`src/rtl/cpu_pkg.sv`:
```
// cpu_pkg: constants shared by the 4-bit CPU and its program loader.
//   - Instruction store geometry (DEPTH, ADDR_W, MAX_BYTES).
//   - Loader FSM state encodings (localparam constants).
//   - Opcode nibble values.
//   - addr_inc(): nibble-address increment with wrap modulo DEPTH.
package cpu_pkg;

    localparam int DEPTH     = 16;
    localparam int ADDR_W    = 4;
    localparam int MAX_BYTES = DEPTH / 2;

    // Loader states
    typedef logic [2:0] ld_state_t;
    localparam ld_state_t ST_IDLE  = 3'd0;
    localparam ld_state_t ST_LOAD  = 3'd1;
    localparam ld_state_t ST_CHECK = 3'd2;
    localparam ld_state_t ST_RUN   = 3'd3;
    localparam ld_state_t ST_ERROR = 3'd4;

    // Opcodes (high nibble of a fetched byte is the operand, low is the opcode)
    localparam logic [3:0] OP_NOP      = 4'd0;
    localparam logic [3:0] OP_LOAD     = 4'd1;
    localparam logic [3:0] OP_ADD      = 4'd2;
    localparam logic [3:0] OP_SUB      = 4'd3;
    localparam logic [3:0] OP_AND      = 4'd4;
    localparam logic [3:0] OP_OR       = 4'd5;
    localparam logic [3:0] OP_STORE    = 4'd6;
    localparam logic [3:0] OP_XNOR_JMP = 4'd7;

    // Next nibble address; the natural ADDR_W-bit overflow gives the wrap.
    function automatic logic [ADDR_W-1:0] addr_inc(input logic [ADDR_W-1:0] a);
        return a + ADDR_W'(1);
    endfunction

endpackage

```
`src/rtl/imem_nibble_ram.sv`:
```
// imem_nibble_ram: DEPTH x 4-bit instruction store.
//   clk, reset  : clock, async active-high reset (clears every word)
//   clear       : synchronous clear of every word (has priority over we)
//   we, waddr   : write wdata[3:0] to waddr and wdata[7:4] to waddr+1
//   wdata       : byte to unpack
//   raddr       : combinational read address
//   rdata       : {mem[raddr+1], mem[raddr]}, upper address wraps
module imem_nibble_ram
    import cpu_pkg::*;
(
    input  logic              clk,
    input  logic              reset,
    input  logic              clear,
    input  logic              we,
    input  logic [ADDR_W-1:0] waddr,
    input  logic [7:0]        wdata,
    input  logic [ADDR_W-1:0] raddr,
    output logic [7:0]        rdata
);

    logic [DEPTH-1:0][3:0] mem;

    always_ff @(posedge clk or posedge reset) begin
        if (reset) begin
            mem <= '0;
        end else if (clear) begin
            mem <= '0;
        end else if (we) begin
            mem[waddr]           <= wdata[3:0];
            mem[addr_inc(waddr)] <= wdata[7:4];
        end
    end

    assign rdata = {mem[addr_inc(raddr)], mem[raddr]};

endmodule

```
`src/rtl/prog_loader.sv`:
```
// prog_loader: byte-stream program loader and instruction store for the
// 4-bit CPU. Each instruction byte becomes two nibble words (opcode at the
// even address, operand at the odd one); a trailing XOR checksum byte
// (s_last) ends the stream and is verified before the CPU is released.
//   clk, reset  : clock, async active-high reset
//   start       : pulse; begins a new load from IDLE, RUN or ERROR
//   s_valid, s_data, s_last, s_ready : byte stream handshake
//   fetch_addr, fetch_data : CPU fetch port, NOP (8'h00) unless running
//   cpu_hold    : CPU reset, low only while running
//   load_done   : program verified and running
//   load_err    : checksum mismatch or overflow
//   byte_count  : instruction bytes accepted in the current/last load
module prog_loader
    import cpu_pkg::*;
(
    input  logic              clk,
    input  logic              reset,
    input  logic              start,
    input  logic              s_valid,
    input  logic [7:0]        s_data,
    input  logic              s_last,
    output logic              s_ready,
    input  logic [ADDR_W-1:0] fetch_addr,
    output logic [7:0]        fetch_data,
    output logic              cpu_hold,
    output logic              load_done,
    output logic              load_err,
    output logic [3:0]        byte_count
);

    ld_state_t         state;
    logic [ADDR_W-1:0] ptr;
    logic [7:0]        acc;
    logic [3:0]        cnt;
    logic              sum_ok;

    logic              hs;
    logic              full;
    logic              clear;
    logic              wr_en;
    logic [7:0]        ram_rdata;

    assign s_ready = (state == ST_LOAD);
    assign hs      = s_valid && s_ready;
    assign full    = (cnt == 4'(MAX_BYTES));
    // start only matters outside LOAD/CHECK; it wipes the store for the new load.
    assign clear   = start && (state == ST_IDLE || state == ST_RUN || state == ST_ERROR);
    assign wr_en   = hs && !s_last && !full;

    always_ff @(posedge clk or posedge reset) begin
        if (reset) begin
            state  <= ST_IDLE;
            ptr    <= '0;
            acc    <= 8'h00;
            cnt    <= 4'd0;
            sum_ok <= 1'b0;
        end else begin
            case (state)
                ST_IDLE, ST_RUN, ST_ERROR: begin
                    if (start) begin
                        state <= ST_LOAD;
                        ptr   <= '0;
                        acc   <= 8'h00;
                        cnt   <= 4'd0;
                    end
                end
                ST_LOAD: begin
                    if (hs) begin
                        if (s_last) begin
                            sum_ok <= (acc == s_data);
                            state  <= ST_CHECK;
                        end else if (full) begin
                            state <= ST_ERROR;
                        end else begin
                            // After the last legal byte ptr wraps back to 0.
                            ptr <= ptr + ADDR_W'(2);
                            acc <= acc ^ s_data;
                            cnt <= cnt + 4'd1;
                        end
                    end
                end
                ST_CHECK: state <= sum_ok ? ST_RUN : ST_ERROR;
                default:  state <= ST_IDLE;
            endcase
        end
    end

    imem_nibble_ram u_ram (
        .clk   (clk),
        .reset (reset),
        .clear (clear),
        .we    (wr_en),
        .waddr (ptr),
        .wdata (s_data),
        .raddr (fetch_addr),
        .rdata (ram_rdata)
    );

    assign cpu_hold   = (state != ST_RUN);
    assign load_done  = (state == ST_RUN);
    assign load_err   = (state == ST_ERROR);
    assign byte_count = cnt;
    assign fetch_data = load_done ? ram_rdata : 8'h00;

endmodule

```
`config.mk`:
```
export PLATFORM = sky130hd
export DESIGN_NAME = prog_loader
export DESIGN_NICKNAME = d
export VERILOG_FILES = /design/src/rtl/cpu_pkg.sv /design/src/rtl/imem_nibble_ram.sv /design/src/rtl/prog_loader.sv
export SDC_FILE = /design/constraint.sdc
export NUM_CORES = 1
export LEC_CHECK = 0
export CORE_ASPECT_RATIO = 0.7
export CORE_MARGIN = 2
export CORE_UTILIZATION = 40
export CTS_CLUSTER_SIZE = 16
export DETAILED_ROUTE_END_ITERATION = 7
export SLEW_MARGIN = 25
export SYNTH_ARGS = -nofsm -noshare
export SYNTH_HDL_FRONTEND = slang
export SYNTH_SLANG_ARGS = --single-unit
```
`constraint.sdc`:
```
create_clock -name clk -period 8.1 [get_ports clk]
set_input_delay 2.025 -clock clk [delete_from_list [all_inputs] [get_ports clk]]
set_output_delay 2.025 -clock clk [all_outputs]
set_load 0.02 [all_outputs]
```
==> metrics.md <==
| Metric | Value |
|---|---|
| Status | complete, no violations |
| Die X | 136 um |
| H-tree depth | 3 |
| Post-synthesis mux area share | 18.4% |
| Port Buffers | 32 |
| Final WL | 11.5 mm |
| Crit-path cells | clkdlybuf4s50_1, buf_4, ha_1, mux4_2, mux2i_1, o22ai_1, clkdlybuf4s50_1 |
| EDFF count, synth | 0 |
| Area grow syn2layout | 12.6% |
| P_sw | 0.459 mW |
| Slew Limit Fails | 0 |
| Pwr/cell area | 246 nW/um^2 |
| Register area share after synthesis | 42.9% |
| Clock Power Share | 30.5% |
| Ys Warns | 0 |
| R2r startpoint | byte_count[0] |
| Combinational Power Share | 28.2% |
| Share of cells above drive strength 1 | 14.9% |
| Switch share | 34.2% |
| Slowest CP cell | ha_1 |
| Post-Syn Area | 4840 um^2 |
| Total GRT Usage | 19.1% |
| Sequential share of power | 41.3% |
| Max stage delay on crit path | 0.87 ns |
| Drt pass-1 iters | 4 |
| Hold Crit Start | u_ram.mem[7] |
| N_diodes | 0 |
| Worst setup path startpoint | fetch_addr[1] |
| Worst path bufs/invs | 3 |
| Pin count of the biggest net entering global routing | 84 |
| Worst Reg-to-Reg Cells | 6 |
| Startpoint types | input port |
| Max_slew headroom | 37.3% |
| RePlAce Congestion | 0.837 |
| Setup TNS Final | 0 ns |
| Post-CTS Hold Buffers | 0 |
| Final Skew | 0.00785 ns |
| Crit path depth | 7 |
| Max IR drop VDD | 0.115 mV |
| Clock Latency Late Sink | 0.34 ns |
| Synth Area in Simple Gates | 19.1% |
| Syn Inst Count | 420 |
| Final ANT Viol Nets | 0 |
| Period utilisation layout | 87.4% |
| Post-CTS Setup Inserts | 0 |
| Hold depth | 2 |
| First-pass GRT wire length | 18.5 mm |
| Synth Net Count | 441 |
| Hold crit path type | reg2reg |
| XOR/XNOR share of the synthesized area | 1.96% |
| P_int | 0.882 mW |
| Full die area | 13000 um^2 |
| Fin crit period | 7.08 ns |
| Max Cap Viol | 0 |
| Congestion Overflow GR | 0 |
| Asr flop ratio synth | 100% |
| Clk slew on worst S/H paths | 0.06 ns |
| Final Non-Filler Cells | 593 |
| Hold Violations, Final | 0 |
| Initial antenna violation count | 0 |
| Placed cell count | 580 |
| Multi-input gate area | 2510 um^2 |
| Final setup vio count | 0 |
| CTS Buf Count | 9 |
| Row count | 33 |
| Adder-cell area share of the yosys netlist | 1.03% |
| Main combinational cell family by area after synthesis | simple AND/OR/NAND/NOR gates |
| Most used DFF post-synth | dfrtp_1 |
| Number of vias per cell | 5.89 |
| Pre-CTS setup slack | 0.984 ns |
| Worst-path fanout max | 18 |
| Vias | 3494 |
| Fill cell total of the finished layout | 1069 |
| RSZ-0062 raised after global routing | no |
| CTS Buffer Depth | 2 |
| Clk root buf | clkbuf_16 |
| DR WL/cell | 19.3 um |
| Resized cells post-CTS | 0 |
| Critical path capture point type | output pin |
| # clock sinks | 83 |
| Total power | 1.34 mW |
| Commonest non-fill, non-tap cell in the layout | dfrtp_1 |
| # nets final | 455 |
| Most frequent CP cell | clkdlybuf4s50_1 |
| Number of global-route vias before repair | 3240 |
| DRC | 0 |
| Core ar. | 11800 um^2 |
| Number of synthesized register bits | 83 |
| Lkg Pwr | 2.37 nW |
| DP HPWL | 7.96 mm |
| Yosys cell types | 42 |
| Most frequent cells in the layout | 83 x dfrtp_1, 71 x nand3_1, 51 x o21ai_0 |
| Worst Slack Setup Final | 1.02 ns |
| Synth Area in Compound Gates | 11.3% |
| Crit path kind | in2out |
| CP arrival | 5.05 ns |
| Crit path max-delay family | buffers and inverters |
| Die Y | 96.1 um |
| DRT iter0 DRCs | 328 |
| Initial Util | 41.1% |
| Actual slew at the worst max-slew pin | 0.937 ns |
| Seq. cell area | 2080 um^2 |
| CTS tree | built |
| I/O pins | 33 |
| Max Fclk | 0.141 GHz |
| Avg Cell Area, Syn | 11.5 um^2 |
| WP data required | 6.08 ns |
-- cell usage after synthesis (2+ instances only) --
cell type   n  area share, %
and3b_1     3           0.54
nor4_1      2           0.26
nand4_4     4            1.8
nand2b_1    3           0.39
o22ai_1     8            1.0
nand2_1    15            1.2
buf_2      15            1.6
nand3_1    71            7.3
mux2i_1    17            3.5
o21ai_0    51            5.3
dfrtp_1    83             43
buf_4       3           0.47
ha_1        4            1.0
nor3_1      2           0.21
mux4_2     32             15
xor2_1      9            1.6
buf_1       2           0.16
nand4b_4    3            1.5
inv_1       6           0.47
nor2_1      4           0.31
nor3b_1    22            3.4
clkbuf_1    4           0.31
a211o_1    11            2.0
o21ai_1    16            1.7
and3_1      4           0.52
buf_6      10            2.3
-- layer usage --
metal / vias to the layer above / global-route usage (%) / share of wire [%]
met4: 0 / 6.25 / 1.6
met5: - / 0 / 0
li1: 1627 / - / -
met1: 1763 / 28.4 / 49
met3: 16 / 4.11 / 5.0
met2: 88 / 27.6 / 45
-- worst reg2reg max path: stages (launching register included) --
cell      delay (ns)
dfrtp_1         0.43
inv_1           0.07
ha_1            0.20
nand3b_1        0.70
nand4b_1        0.88
nand3_1         0.30
o21ai_0         0.12
-- area by class of cell --
cell class,count,share of cell area (%)
multi-input combinational,297,46.0
sequential,83,38.1
timing repair buffer,37,6.54
clock buffer,11,4.63
tap,157,3.60
clock inverter,2,0.688
inverter,6,0.436
-- kinds of logic after synthesis --
kind of cell / after synthesis
DFF: 83
adders and majority gates: 4
muxes: 49
AOI/OAI and AO/OA: 93
buffers and inverters: 40
and+or+nand+nor: 141
xor gates and xnor gates: 10
-- path summary, 6_finish.rpt --
path / to / slack [ns]
setup reg to reg: u_ram.mem[49] / 5.25
hold / removal: u_ram.mem[7] / 0.53
min in group asynchronous: state[0] / 2.23
hold reg to reg: u_ram.mem[7] / 0.53
setup / recovery: fetch_data[6] / 1.02
max in group asynchronous: u_ram.mem[9] / 5.36
-- metrics by stage --
step           instance area [um^2]  hold WS [ns]  util, %
2_1_floorplan                  4840         0.479        -
3_3_place_gp                   5160         0.511     43.8
3_5_place_dp                   5160         0.518     43.8
4_1_cts                        5450         0.531     46.3
5_1_grt                        5450         0.559     46.3
6_report                       5450         0.534     46.3
-- power groups by stage --
stage	logic, mW	clock network (mW)	registers, mW
finish	0.378	0.409	0.553
global route	0.417	0.437	0.565
CTS	0.383	0.418	0.552
detailed placement	0.383	0	0.559
global placement	0.372	0	0.556
floorplan	0.320	0	0.527
-- registers in the layout (all words and copies together) (netlist names) --
name and cells:
u_ram.mem 64, acc 8, byte_count 4, ptr 3, state 3, sum_ok 1
(Power assumes the default switching activity.)
